--- config.mk ---
export PLATFORM = sky130hd
export DESIGN_NAME = instr_mem_loader
export DESIGN_NICKNAME = d
export VERILOG_FILES = /design/src/rtl/instr_mem_loader.sv
export SDC_FILE = /design/constraint.sdc
export NUM_CORES = 1
export LEC_CHECK = 0
export ABC_AREA = 1
export CAP_MARGIN = 20
export CELL_PAD_IN_SITES_DETAIL_PLACEMENT = 0
export CELL_PAD_IN_SITES_GLOBAL_PLACEMENT = 1
export CORE_MARGIN = 1
export CORE_UTILIZATION = 30
export DETAILED_ROUTE_END_ITERATION = 7
export GPL_TIMING_DRIVEN = 0
export PLACE_DENSITY = 0.62
export SYNTH_ARGS = -nofsm -noshare
export SYNTH_HDL_FRONTEND = slang
export SYNTH_SLANG_ARGS = --single-unit
--- constraint.sdc ---
create_clock -name CLK -period 1.9 [get_ports CLK]
set_input_delay 0.475 -clock CLK [delete_from_list [all_inputs] [get_ports CLK]]
set_output_delay 0.475 -clock CLK [all_outputs]
set_load 0.01 [all_outputs]
--- src/rtl/instr_mem_loader.sv ---
// -----------------------------------------------------------------------------
// instr_mem_loader
//   Program loader that feeds the instruction-memory write port. It takes a
//   byte stream, assembles 32-bit big-endian words and writes them to
//   consecutive word addresses. The processor is held in reset (cpuHold) until
//   a complete image with a matching checksum has been loaded.
//
//   Frame: SYNC_BYTE, CNT_HI, CNT_LO, 4*N data bytes (MSB first), CSUM
//   CSUM is the XOR of the data bytes only.
//
// Ports
//   CLK        in   system clock, rising edge
//   RST        in   asynchronous reset, active-low
//   byteValid  in   byteData valid this cycle
//   byteData   in   stream byte
//   byteReady  out  loader accepts a byte (transfer = byteValid & byteReady)
//   reload     in   pulse: leave DONE/ERR and restart the load
//   memWrEn    out  one-cycle write strobe per word
//   memAddr    out  write word address
//   memWrData  out  write data
//   cpuHold    out  1 = keep processor in reset
//   loadDone   out  image loaded and checksum OK
//   loadErr    out  checksum mismatch or oversize image
//
//   state  | meaning
//   IDLE   | hunting for SYNC_BYTE, other bytes dropped
//   CNT_HI | expecting word count high byte
//   CNT_LO | expecting word count low byte, size check
//   DATA   | assembling words, one write per 4 bytes
//   CSUM   | expecting checksum byte
//   DONE   | image good, processor released
//   ERR    | image bad, processor held
// -----------------------------------------------------------------------------
module instr_mem_loader #(
  parameter int              ADDR_W    = 10,
  parameter logic [ADDR_W-1:0] BASE_ADDR = '0,
  parameter logic [7:0]      SYNC_BYTE = 8'hA5
) (
  input  logic              CLK,
  input  logic              RST,
  input  logic              byteValid,
  input  logic [7:0]        byteData,
  output logic              byteReady,
  input  logic              reload,
  output logic              memWrEn,
  output logic [ADDR_W-1:0] memAddr,
  output logic [31:0]       memWrData,
  output logic              cpuHold,
  output logic              loadDone,
  output logic              loadErr
);

  typedef enum logic [2:0] {
    S_IDLE,
    S_CNT_HI,
    S_CNT_LO,
    S_DATA,
    S_CSUM,
    S_DONE,
    S_ERR
  } state_t;

  localparam logic [31:0] CAPACITY = 32'd1 << ADDR_W;

  state_t              state_q, state_d;
  logic [7:0]          cnt_hi_q, cnt_hi_d;
  logic [15:0]         rem_q, rem_d;       // words still to receive
  logic [1:0]          idx_q, idx_d;       // byte position within word
  logic [31:0]         word_q, word_d;
  logic [7:0]          csum_q, csum_d;
  logic                wr_en_q, wr_en_d;
  logic [ADDR_W-1:0]   addr_q, addr_d;
  logic [31:0]         wr_data_q, wr_data_d;

  logic                xfer;
  logic [15:0]         count;
  logic [31:0]         word_next;

  assign byteReady = (state_q != S_DONE) && (state_q != S_ERR);
  assign xfer      = byteValid & byteReady;
  assign count     = {cnt_hi_q, byteData};
  assign word_next = {word_q[23:0], byteData};

  assign memWrEn   = wr_en_q;
  assign memAddr   = addr_q;
  assign memWrData = wr_data_q;
  assign cpuHold   = (state_q != S_DONE);
  assign loadDone  = (state_q == S_DONE);
  assign loadErr   = (state_q == S_ERR);

  always_comb begin
    state_d   = state_q;
    cnt_hi_d  = cnt_hi_q;
    rem_d     = rem_q;
    idx_d     = idx_q;
    word_d    = word_q;
    csum_d    = csum_q;
    wr_en_d   = 1'b0;
    addr_d    = addr_q;
    wr_data_d = wr_data_q;

    // Address advances at the end of the strobe cycle so it is stable while
    // memWrEn is high.
    if (wr_en_q) begin
      addr_d = addr_q + 1'b1;
    end

    unique case (state_q)
      S_IDLE: begin
        if (xfer && (byteData == SYNC_BYTE)) begin
          state_d = S_CNT_HI;
          csum_d  = 8'h00;
          idx_d   = 2'd0;
        end
      end
      S_CNT_HI: begin
        if (xfer) begin
          cnt_hi_d = byteData;
          state_d  = S_CNT_LO;
        end
      end
      S_CNT_LO: begin
        if (xfer) begin
          rem_d = count;
          if ({16'd0, count} > CAPACITY) begin
            state_d = S_ERR;
          end else if (count == 16'd0) begin
            state_d = S_CSUM;
          end else begin
            state_d = S_DATA;
          end
        end
      end
      S_DATA: begin
        if (xfer) begin
          word_d = word_next;
          csum_d = csum_q ^ byteData;
          idx_d  = idx_q + 2'd1;
          if (idx_q == 2'd3) begin
            wr_en_d   = 1'b1;
            wr_data_d = word_next;
            rem_d     = rem_q - 16'd1;
            if (rem_q == 16'd1) begin
              state_d = S_CSUM;
            end
          end
        end
      end
      S_CSUM: begin
        if (xfer) begin
          state_d = (byteData == csum_q) ? S_DONE : S_ERR;
        end
      end
      S_DONE, S_ERR: begin
        if (reload) begin
          state_d = S_IDLE;
          addr_d  = BASE_ADDR;
          csum_d  = 8'h00;
          idx_d   = 2'd0;
          rem_d   = 16'd0;
        end
      end
      default: state_d = S_IDLE;
    endcase
  end

  always_ff @(posedge CLK or negedge RST) begin
    if (!RST) begin
      state_q   <= S_IDLE;
      cnt_hi_q  <= 8'h00;
      rem_q     <= 16'd0;
      idx_q     <= 2'd0;
      word_q    <= 32'd0;
      csum_q    <= 8'h00;
      wr_en_q   <= 1'b0;
      addr_q    <= BASE_ADDR;
      wr_data_q <= 32'd0;
    end else begin
      state_q   <= state_d;
      cnt_hi_q  <= cnt_hi_d;
      rem_q     <= rem_d;
      idx_q     <= idx_d;
      word_q    <= word_d;
      csum_q    <= csum_d;
      wr_en_q   <= wr_en_d;
      addr_q    <= addr_d;
      wr_data_q <= wr_data_d;
    end
  end

endmodule

==> qor.csv, run 1 <==
metric,value,unit
Worst EP arrival,1.36,ns
critical path buffer and inverter count,1,
critical path launch point type,flip-flop,
# fillers,1793,
"commonest non-fill, non-tap cell in the layout",nand2_1,
Leak,3.15,nW
clk sinks,104,
worst flop-to-flop path startpoint,rem_q[0],
CP endpoint kind,output pin,
top post-synthesis cells by area,"dfrtp_1, nand2_1, o21ai_2",
drt drc,1,
Ys Warns,0,
Gate Count Post-Synth,645,
worst rel slew slack,62.6,%
Final Hold Vio Count,0,
number of flops mapped to enable cells by yosys,0,
Main synth FF type,dfrtp_1,
CORE AREA,0.0172,mm²
CP Launch Point,memAddr[6],
fraction of layout cells with a size suffix above 1,15.5,%
clock skew,0.00602,ns
power consumption,8.90,mW
area grow syn2layout,24.1,%
Post-synth ARST share,100,%
status,"complete, but fails checks",
# Max-Cap Violations,0,
Period minus WS final,1.83,ns
Final nets,739,
"commonest cells after routing, fill and taps aside","nand2_1, dfrtp_1, inv_1",
crit-path max FO,6,
Avg Inst Size Synth,8.14,µm²
floorplan row count,48,
peak supply drop,489,µV
cts hold-fix bufs,0,
Die X,134,µm
total routed wirelength,13900,µm
Via Count,4328,
synthesized area,0.00525,mm²
latest clock arrival within the worst-skew pair,0.36,ns
Syn Nets,661,
Num CTS Buffers,9,
Yosys reg bits,104,
Max Clk Rate,545,MHz
Root Driver,clkbuf_16,
starting density of the core,30.6,%
IO Pins,59,
sequential cell area fraction in the yosys report,49.5,%
crit share post-route,96.5,%
Max Slew Vio Count,0,
total grt overflow,0,
GR Util All Layers,16.3,%
Worst Tran Pin Value,0.561,ns
H-tree levels,3,
First-pass DRT Iterations,6,
Slowest cell on crit path,clkdlybuf4s50_1,
Routability Congestion,0.810,
CP required,1.42,ns
Final setup viols,0,
WL/cell,14.6,µm
critical path's largest stage delay,0.57,ns
Die Height,134,µm
antenna violations before repair,0,
pwr/cell area,1370,mW/mm²
failing checks,design-rule violations,
number of global-route vias before repair,4364,
CTS max path bufs,2,
CTS tree,yes,
HPWL after DPL,10300,µm
"Worst Path Class, Setup",flip-flop to output pin,
die area,0.0180,mm²
reg2reg path depth,10,
dominant cell type by area after synthesis,dfrtp_1,
Crit path depth,1,
"Core Util, Final",38.0,%
n_diodes,0,
worst min path class,primary input to async pin,
largest net degree at the start of global routing,68,
crit-path cells,clkdlybuf4s50_1,
post-route antenna net violation count,0,
RSZ-0062 raised after global routing,false,
Netlist cell types,29,
initial DRC count,203,
IO Port Bufs,58,
Crit path max-delay family,buffers and inverters,
top cell type's share of synthesized area,49.5,%
first-pass GRT wire length,22500,µm
vias per inst,4.54,
Clock Pin Slew Worst Setup and Hold Paths,0.07,ns
[per-stage QoR]
stage               setup slack, ns  TNS [ns]  hold slack [ns]  instance area, µm²  cells
floorplan                     0.471         0            0.179                5250    645
global placement              -3.85   -414.46            0.461                6110    928
detailed placement           -0.352    -14.23            0.472                6140    929
CTS                         -0.0719   -0.0719            0.122                6500    951
global route                0.00810         0            0.142                6520    953
finish                       0.0665         0            0.104                6520    953
[worst register-to-register path, delay by kind of cell (launching register included)]
kind / cells / cell delay, ns
adder cells (fa/ha/maj): 1 / 0.22
AO/OA/AOI/OAI: 1 / 0.14
AND/OR/NAND/NOR: 7 / 0.75
buffers and inverters: 1 / 0.16
flip-flops: 1 / 0.41
[per-layer routing]
metal / vias to the layer above / track usage, % / routed length [µm]
met5: - / 0 / 0
met4: 0 / 3.56 / 123
met3: 10 / 3.78 / 322
met2: 54 / 26.9 / 6650
met1: 2083 / 21.6 / 6830
li1: 2181 / - / -
[path summary, 6_finish.rpt]
| kind | to | slack, ns |
|---|---|---|
| max reg2reg | rem_q[12] | 0.17 |
| max | memAddr[6] | 0.07 |
| min in group CLK | idx_q[1] | 0.49 |
| min reg2reg | idx_q[1] | 0.49 |
| max in group asynchronous | memWrData[16] | 1.07 |
| min | memAddr[0] | 0.10 |
[cells in the mapped netlist (2+ instances only)]
library cell	number
dfrtp_1	104
nor3_1	5
o21ai_0	58
clkbuf_1	3
xnor2_1	4
inv_1	74
a21oi_1	13
buf_2	5
nor2_8	2
nor2_4	3
nand2_1	200
nor3b_1	4
o21ai_1	4
buf_6	10
ha_1	4
nand2_4	3
nand3_1	23
o21ai_2	39
nand2_2	10
inv_4	3
nand4_1	4
nor2_1	61
inv_2	3
[registers in the layout, summed over array words and instances (netlist names)]
name and count:
csum_q 8, memWrEn 1, state_q 3, idx_q 2, word_q 24, rem_q 16
cnt_hi_q 8, memAddr 10, memWrData 32
[cells by family after synthesis]
kind of cell	count (synthesis)	share of synthesized area, %
AND/OR/NAND/NOR	317	25.9
XOR/XNOR	5	0.834
AO/OA/AOI/OAI	117	14.1
adder cells (fa/ha/maj)	4	0.953
buffers and inverters	98	8.69
flip-flops	104	49.5
[repair_timing]
action / CTS / global route
endpoints found under the setup margin: 5 / 16
pin swaps: 0 / 1
setup buffers: 6 / 2
gates resized for setup: 8 / 7
[layout make-up]
type | instances | area, µm² | area share (%)
Tap cell | 225 | 282 | 4.32
Timing Repair Buffer | 67 | 662 | 10.2
Multi-Input combinational cell | 443 | 2200 | 33.7
Buffer | 18 | 149 | 2.28
Clock buffer | 10 | 229 | 3.51
Sequential cell | 104 | 2610 | 40.0
Clock inverter | 6 | 83.8 | 1.29
Inverter | 80 | 308 | 4.72
[power by group]
part / internal [mW] / switching (mW)
registers: 2.91 / 0.525
clock network: 1.06 / 0.927
logic: 1.27 / 2.20
No activity file was read; power rests on OpenSTA's default activity.
==> run 2: changes to the inputs <==
ABC_AREA = default   (was 1)
PLACE_DENSITY = 0.6   (was 0.62)
SKIP_LAST_GASP = 1   (was default)
==> run 2 against run 1 <==
The run ends with negative setup slack left. Register-to-register slack got worse by 0.27 ns. Final cell count decreased by 19%. Die area decreased by 8.6%. Routed wire length decreased by 11%. Via count decreased by 14%. Sequential power decreased by 5%. Synthesized area decreased by 8.7%. Clock power decreased by 4%. Synthesized cell count decreased by 28%. Core utilization increased by 3.1 points. Non-clock buffer count increased by 18. Clock skew increased by 0.0021 ns.
==> qor.csv, run 2 <==
metric,value,unit,change
total routed wirelength,12400,µm,-11%
Max Clk Rate,501,MHz,-8.2%
initial DRC count,196,,-3.4%
CP endpoint kind,flip-flop,,
floorplan row count,45,,-6.3%
number of global-route vias before repair,3785,,-13%
worst flop-to-flop path startpoint,rem_q[7],,
CP required,2.14,ns,+0.72 ns
critical path launch point type,flip-flop,,
reg2reg path depth,5,,-5
Clock power frac,24.1,%,+1.7 points
Worst Tran Pin Value,0.795,ns,+0.235 ns
"commonest cells after routing, fill and taps aside","dfrtp_1, nand2_1, clkdlybuf4s50_1",,
combinational family with the most area after synthesis,simple AND/OR/NAND/NOR gates,,
Switching Share,35.2,%,-5.9 points
starting density of the core,31.2,%,+0.60 points
Yosys reg bits,104,,unchanged
IO Pins,59,,unchanged
failing checks,negative setup slack,,
Syn Nets,481,,-27%
"Worst Path Class, Setup",flip-flop to flip-flop,,
Fin Setup TNS,-0.146,ns,-0.146 ns
Synth Area in Adders,1.04,%,+0.091 points
multiplexer share of the synthesized area,10.0,%,+10 points
Final Hold Vio Count,0,,unchanged
crit share post-route,105,%,+8.7 points
largest net degree at the start of global routing,58,,-15%
Ys Warns,0,,unchanged
GR Util All Layers,16.3,%,about the same
"Core Util, Final",41.1,%,+3.1 points
drt drc,0,,-1
Post-Place Worst Slack,-1.10,ns,-0.747 ns
Avg Inst Size Synth,10.3,µm²,+27%
number of flops mapped to enable cells by yosys,0,,unchanged
antenna violations before repair,0,,unchanged
H-tree levels,3,,unchanged
Post-Synth XOR/XNOR Area,3.11,%,+2.3 points
CORE AREA,0.0154,mm²,-11%
dominant cell type by area after synthesis,dfrtp_1,,
Main synth FF type,dfrtp_1,,
Comb pwr share,34.5,%,-4.5 points
status,"complete, but fails checks",,
"commonest non-fill, non-tap cell in the layout",dfrtp_1,,
post-route antenna net violation count,0,,unchanged
Cell Count Post-Placement,731,,-21%
Reg2Reg Setup Slack,-0.1,ns,-0.27 ns
Reg power frac,41.4,%,+2.8 points
WL/cell,16.1,µm,+10%
# Max-Cap Violations,0,,unchanged
worst min path class,primary input to async pin,,
"top cells by count, synth","dfrtp_1, nand2_1, nor2_1, mux2_1, o21ai_0",,
CTS max path bufs,2,,unchanged
most frequent cell after synthesis,dfrtp_1,,
Leak,2.97,nW,-5.5%
HPWL after DPL,8400,µm,-18%
Clock Pin Slew Worst Setup and Hold Paths,0.07,ns,about the same
Worst EP arrival,2.24,ns,+0.88 ns
Final nets,569,,-23%
Pint,5.14,mW,-2.1%
crit-path max FO,3,,-3
clk sinks,104,,unchanged
First-pass DRT Iterations,4,,-2
latest clock arrival within the worst-skew pair,0.36,ns,about the same
clock skew,0.00812,ns,+0.00210 ns
total grt overflow,0,,unchanged
simple-gate area share of the yosys netlist,16.2,%,-9.7 points
Gate Count Post-Synth,465,,-28%
max reg flops,32,,unchanged
peak supply drop,554,µV,+13%
area grow syn2layout,31.8,%,
IO Port Bufs,54,,-6.9%
n_diodes,0,,unchanged
Reg-to-Reg End,rem_q[13],,
synthesized area,0.00479,mm²,-8.7%
Root Driver,clkbuf_16,,
RSZ-0062 raised after global routing,true,,
Post-synth ARST share,100,%,unchanged
Final setup viols,4,,+4
Netlist cell types,50,,+72%
Setup WS post-layout,-0.0979,ns,-0.164 ns
CTS tree,yes,,
pwr/cell area,1250,mW/mm²,-8.1%
# fillers,1514,,-16%
Switch Pwr,2.79,mW,-24%
Synth Area in Compound Gates,12.0,%,-2.0 points
Routability Congestion,0.783,,-3.4%
Via Count,3742,,-14%
Die Height,128,µm,-4.4%
Num CTS Buffers,9,,unchanged
vias per inst,4.87,,+7.1%
Finished Layout Cells,769,,-19%
first-pass GRT wire length,20500,µm,-8.7%
Max Slew Vio Count,0,,unchanged
sequential cell area fraction in the yosys report,54.3,%,+4.7 points
worst rel slew slack,47.0,%,-16 points
Die X,128,µm,-4.4%
top cell type's share of synthesized area,54.3,%,+4.7 points
fraction of layout cells with a size suffix above 1,19.2,%,+3.7 points
top post-synthesis cells by area,"dfrtp_1, mux2_1, nand2_1",,
die area,0.0165,mm²,-8.6%
Period minus WS final,2.00,ns,+0.164 ns
==> run 2: area by class of cell <==
cell class	count	area, µm²	share of cell area, %
Buffer	22	151	2.40
Sequential cell	104	2610	41.3
Clock buffer	12	246	3.90
Tap cell	211	264	4.18
Inverter	11	45.0	0.713
Clock inverter	4	52.6	0.832
Timing Repair Buffer	81	764	12.1
Multi-Input combinational cell	324	2190	34.6
==> run 2: logic make-up after synthesis <==
logic type / Yosys count
compound gates: 93
xor+xnor: 17
fa+ha+maj: 4
buf+inv: 37
flops: 104
mux: 43
simple gates: 167
==> run 2: what timing repair did <==
action	4_1_cts	5_1_grt
buffers inserted	18	9
endpoints found under the setup margin	77	94
pin swaps	9	3
resized for setup	56	27
hold buffers	0	0
==> run 2: metrics by stage <==
stage / power, mW / area, µm² / hold slack [ns]
floorplan: 4.73 / 4810 / 0.179
global placement: 5.44 / 5610 / 0.453
detailed placement: 5.48 / 5640 / 0.457
CTS: 7.80 / 6200 / 0.217
global route: 8.47 / 6320 / 0.249
finish: 7.92 / 6320 / 0.195
==> run 2: critical path: stages, from the launching register on <==
cell and delay (ns):
dfrtp_1 0.39, or4_4 0.56, or3_4 0.35, o311ai_2 0.22
o41ai_1 0.11, a221o_1 0.27
==> run 2: power groups by stage <==
stage | clock network, mW | registers, mW | logic (mW)
after floorplan | 0 | 3.18 | 1.55
after global placement | 0 | 3.30 | 2.14
after detailed placement | 0 | 3.31 | 2.16
after CTS | 1.97 | 3.28 | 2.55
after global routing | 2.05 | 3.37 | 3.05
final | 1.91 | 3.28 | 2.73
==> run 2: layer usage <==
layer / global-route usage [%] / vias up / part of all wire, %
met5: 0 / - / 0
met4: 4.84 / 0 / 1.2
li1: - / 1801 / -
met2: 24.5 / 84 / 45
met1: 22.7 / 1849 / 49
met3: 4.53 / 8 / 4.6
==> run 2: worst max path at each step <==
stage	endpoint	startpoint
finish	rem_q[13]	rem_q[7]
global route	rem_q[13]	rem_q[7]
CTS	memWrData[6]	state_q[2]
detailed placement	csum_q[1]	byteData[1]
global placement	rem_q[7]	RST
floorplan	rem_q[13]	rem_q[7]
==> variant 1: new RTL, settings of run 2 <==
Reset style: synchronous (`RST`), changed in one clocked block. Comments in the files are not updated.
--- a/src/rtl/instr_mem_loader.sv
+++ b/src/rtl/instr_mem_loader.sv
@@ -164,7 +164,7 @@
     endcase
   end
 
-  always_ff @(posedge CLK or negedge RST) begin
+  always_ff @(posedge CLK) begin
     if (!RST) begin
       state_q   <= S_IDLE;
       cnt_hi_q  <= 8'h00;
Behaviour: differs if RST is asserted again (counterexample within 4 cycles, from zero or initial values and one cycle with RST low); with RST held inactive, the same outputs for 10 cycles.
==> variant 1 against run 2 <==
  * Synthesized cell count grew 27%
  * Setup slack gained 0.14 ns
  * First-iteration DRC count grew 7.7%
  * Largest cell class is now multi-input combinational cells
  * Wire length grew 11%
  * Sequential cell count is the same
  * Final area shrank 4.7%
  * Global-route usage grew 1.5 points
  * Area after synthesis shrank 1.6%
  * Power shrank 29%
==> variant 1: results (changes against run 2) <==
outcome: "finished, final reports clean"
firstDrtPassIters: 4  # unchanged
synth_nets: 607  # +26%
nets: 682  # +20%
seq_area_frac_synth: 0.441  # -0.102
synthMuxAreaShare: 0.00424  # -0.0963
htreeDepth: 3  # unchanged
async_reset_ff_frac: 0  # -1.00
clkSlewWorstSetupHoldPaths_ns: 0.07  # about the same
routed_wl_mm: 13.7  # +11%
synth_warnings: 0  # unchanged
critical_path_peak_fanout: 10  # +7
synth_fa_ha_area_frac: 0.0127  # +0.00229
portBuffers: 52  # -3.7%
grt_pass1_vias: 4206  # +11%
cts_made_buffers: 9  # unchanged
dp_hpwl_mm: 9.73  # +16%
largest_register_ffs: 32  # unchanged
grt_max_degree: 17  # -71%
hp-class: "reg -> reg"
vias_per_cell: 4.93  # +1.3%
place_worst_setup_slack_ns: -0.786  # +0.314 ns
first_iter_violations: 211  # +7.7%
drive_gt1_frac: 0.124  # -0.0681
syn_area_per_cell_um2: 7.98  # -23%
antenna_found_initial: 0  # unchanged
grt_usage: 0.177  # +0.0146
synth_xor_area_frac: 0.0241  # -0.00693
irDropWorstVdd_uv: 437  # -21%
met2_usage: 0.274  # +0.0284
antenna_cells: 0  # unchanged
grt_first_pass_wirelength_mm: 22.4  # +9.4%
cts_buffer_depth: 2  # unchanged
synthTopCellsByArea: "dfxtp_1 44%, nand2_1 12%, a21oi_1 9.0%"
vias: 4346  # +16%
clkLatencyLatePin_ns: 0.35
gp_congestion: 0.810  # +3.5%
skew_ns: 0.00762  # -0.000499 ns
crit_arrival_ns: 1.38  # -0.86 ns
max_cap_viol_count: 0  # unchanged
worstMarginPinSlew_ns: 0.569  # -0.226 ns
slowest_delay_ns: 0.35  # -0.21 ns
grt_util_met3: 0.0385  # -0.00680
synth-compound-area-share: 0.215  # +0.0950
cts-root-buf: "clkbuf_16"
use_met1: 0.245  # +0.0179
ys_types: 58  # +16%
leakagePower_nw: 2.07  # -30%
dp_cells: 854  # +17%
cp_slowest_cell: "dfxtp_4"
synthTopCellsByCount: "151 x nand2_1, 104 x dfxtp_1, 85 x a21oi_1"
## variant 1: path summary, 6_finish.rpt
check	from	to	slack [ns]	cells after the start
setup / recovery	state_q[2]$_SDFFE_PN0P_	cpuHold	0.05	5
setup reg to reg	rem_q[0]$_SDFFE_PN0P_	rem_q[15]$_SDFFE_PN0P_	0.08	5
hold / removal	memWrData[4]$_SDFFE_PN0P_	memWrData[4]$_SDFFE_PN0P_	0.46	2
hold reg to reg	memWrData[4]$_SDFFE_PN0P_	memWrData[4]$_SDFFE_PN0P_	0.46	2
## variant 1: through the flow
step                      setup TNS [ns]  utilization  cell area (µm²)
after floorplan                        0            -             4720
after global placement            -53.08        0.361             5500
after detailed placement          -55.22        0.361             5500
after CTS                              0        0.389             5930
after global routing            -0.00933        0.395             6020
final                                  0        0.395             6020
## variant 1: cell families after synthesis
kind of cell             Yosys count
AO/OA/AOI/OAI                    161
XOR/XNOR                          13
adder cells (fa/ha/maj)            5
buffers and inverters             52
flip-flops                       104
multiplexers                       2
AND/OR/NAND/NOR                  254
## variant 1: layout make-up
class	instances	area [µm²]
multi-input combinational	435	2470
clock buffer	10	229
fill	1616	9240
buffer	42	258
tap	211	264
clock inverter	6	58.8
inverter	10	40.0
sequential	104	2090
timing repair buffer	64	606
## variant 1: worst max-delay path: cells and delay by family (launching register included)
family        cells  cell delay (ns)
flops             1             0.35
buf+inv           4             0.54
simple gates      1             0.13
## variant 1: what timing repair did
action / in CTS / in global routing
buffers inserted: 6 / 6
setup endpoints to repair: 90 / 78
gates cloned: 0 / 0
hold buffers: 0 / 0
pin swaps: 2 / 3
hold endpoints to repair: 0 / 0
resized for setup: 40 / 21
## variant 1: power breakdown
group	leakage (nW)	switching (mW)	internal (mW)
clock	0.146	0.850	1.02
combinational	1.08	0.811	0.587
sequential	0.841	0.104	2.26
total	2.07	1.77	3.87
## variant 1: per-layer routing
metal  wire, µm  share of wire
met4        214          0.016
met3        643          0.047
met2       6210           0.45
met1       6680           0.49
met5          0              0
==> variant 2: new RTL, flow settings as in run 2 <==
Without the edit above. Set the parameter `ADDR_W` to 9 (it was 10).
--- a/src/rtl/instr_mem_loader.sv
+++ b/src/rtl/instr_mem_loader.sv
@@ -32,7 +32,7 @@
 //   ERR    | image bad, processor held
 // -----------------------------------------------------------------------------
 module instr_mem_loader #(
-  parameter int              ADDR_W    = 10,
+  parameter int              ADDR_W    = 9,
   parameter logic [ADDR_W-1:0] BASE_ADDR = '0,
   parameter logic [7:0]      SYNC_BYTE = 8'hA5
 ) (
Ports: changed (resized memAddr); port bits go from 59 to 58. No check against the original RTL was run, so the function may have changed too.
==> variant 2 against run 2 <==
  * Setup slack gained 0.11 ns
  * Non-clock buffer count shrank 4
  * Die area shrank 0.75%
  * Worst hold slack lost 0.10 ns
  * Clock skew shrank 0.00085 ns
  * Largest cell class unchanged
  * Wire length shrank 2.1%
  * Area after synthesis shrank 0.76%
  * Sequential cell count shrank 1
  * Final area shrank 1.7%
  * Largest power group unchanged
  * Clock power shrank 5%
  * Power grew 0.87%
==> variant 2: results (changes against run 2) <==
outcome: "finished, final reports clean"
synthTopCellsByArea: "dfrtp_1 54%, mux2_1 6.9%, nand2_1 6.7%"
met2_usage: 0.259  # +0.0141
m1WireLength_mm: 5.70  # -6.2%
synth-compound-area-share: 0.119  # -0.00145
whs_ns: 0.0899  # -0.105 ns
p_int_mw: 5.06  # -1.5%
dp_cells: 732  # +0.14%
place_worst_setup_slack_ns: -0.709  # +0.390 ns
total_power_mw: 7.99  # +0.87%
grt_max_degree: 68  # +17%
synthTopCellsByCount: "103 x dfrtp_1, 85 x nand2_1, 37 x nor2_1"
grt_first_pass_wirelength_mm: 20.0  # -2.5%
irDropWorstVdd_uv: 536  # -3.1%
fin_crit_sh: 0.996  # -0.0558
leakagePower_nw: 2.93  # -1.5%
synthMuxAreaShare: 0.0992  # -0.00134
worstMarginPinSlew_ns: 0.601  # -0.195 ns
core_area_um2: 15300  # -0.37%
critical_path_peak_fanout: 5  # +2
skew_ns: 0.00728  # -0.000846 ns
critical_path.endpoint: "loadDone"
grt_util_met3: 0.0426  # -0.00275
synth_fa_ha_area_frac: 0.0105  # +0.0000796
r2r_cells: 7  # +2
grt_usage: 0.160  # -0.00297
comb_power_share: 0.354  # +0.009
critPathTopFamily: "buffers and inverters"
first_iter_violations: 176  # -10%
wire_per_inst_um: 15.9  # -1.7%
variant 2: changes by cell type after synthesis, sizes merged, moves of 3 or more:
cell	delta
buf	+4
nor2b	-4
a32oi	+5
o22ai	+3
nand2b	+3
a22oi	-3
o21ai	+7
nor2	+4
or3	+4
variant 2: timing repair:
action | in CTS | in global routing
setup endpoints to repair | 69 | 70
gates resized for setup | 45 | 36
setup buffers | 7 | 9
hold buffers | 0 | 0
gates cloned | 0 | 2
pin swaps | 3 | 2
variant 2: cell type report:
| cell class | count | area [µm²] |
|---|---|---|
| Buffer | 28 | 168 |
| Clock buffer | 10 | 239 |
| Clock inverter | 6 | 50.0 |
| Fill cell | 1517 | 9110 |
| Inverter | 9 | 37.5 |
| Multi-Input combinational cell | 328 | 2180 |
| Sequential cell | 103 | 2580 |
| Tap cell | 211 | 264 |
| Timing Repair Buffer | 71 | 691 |
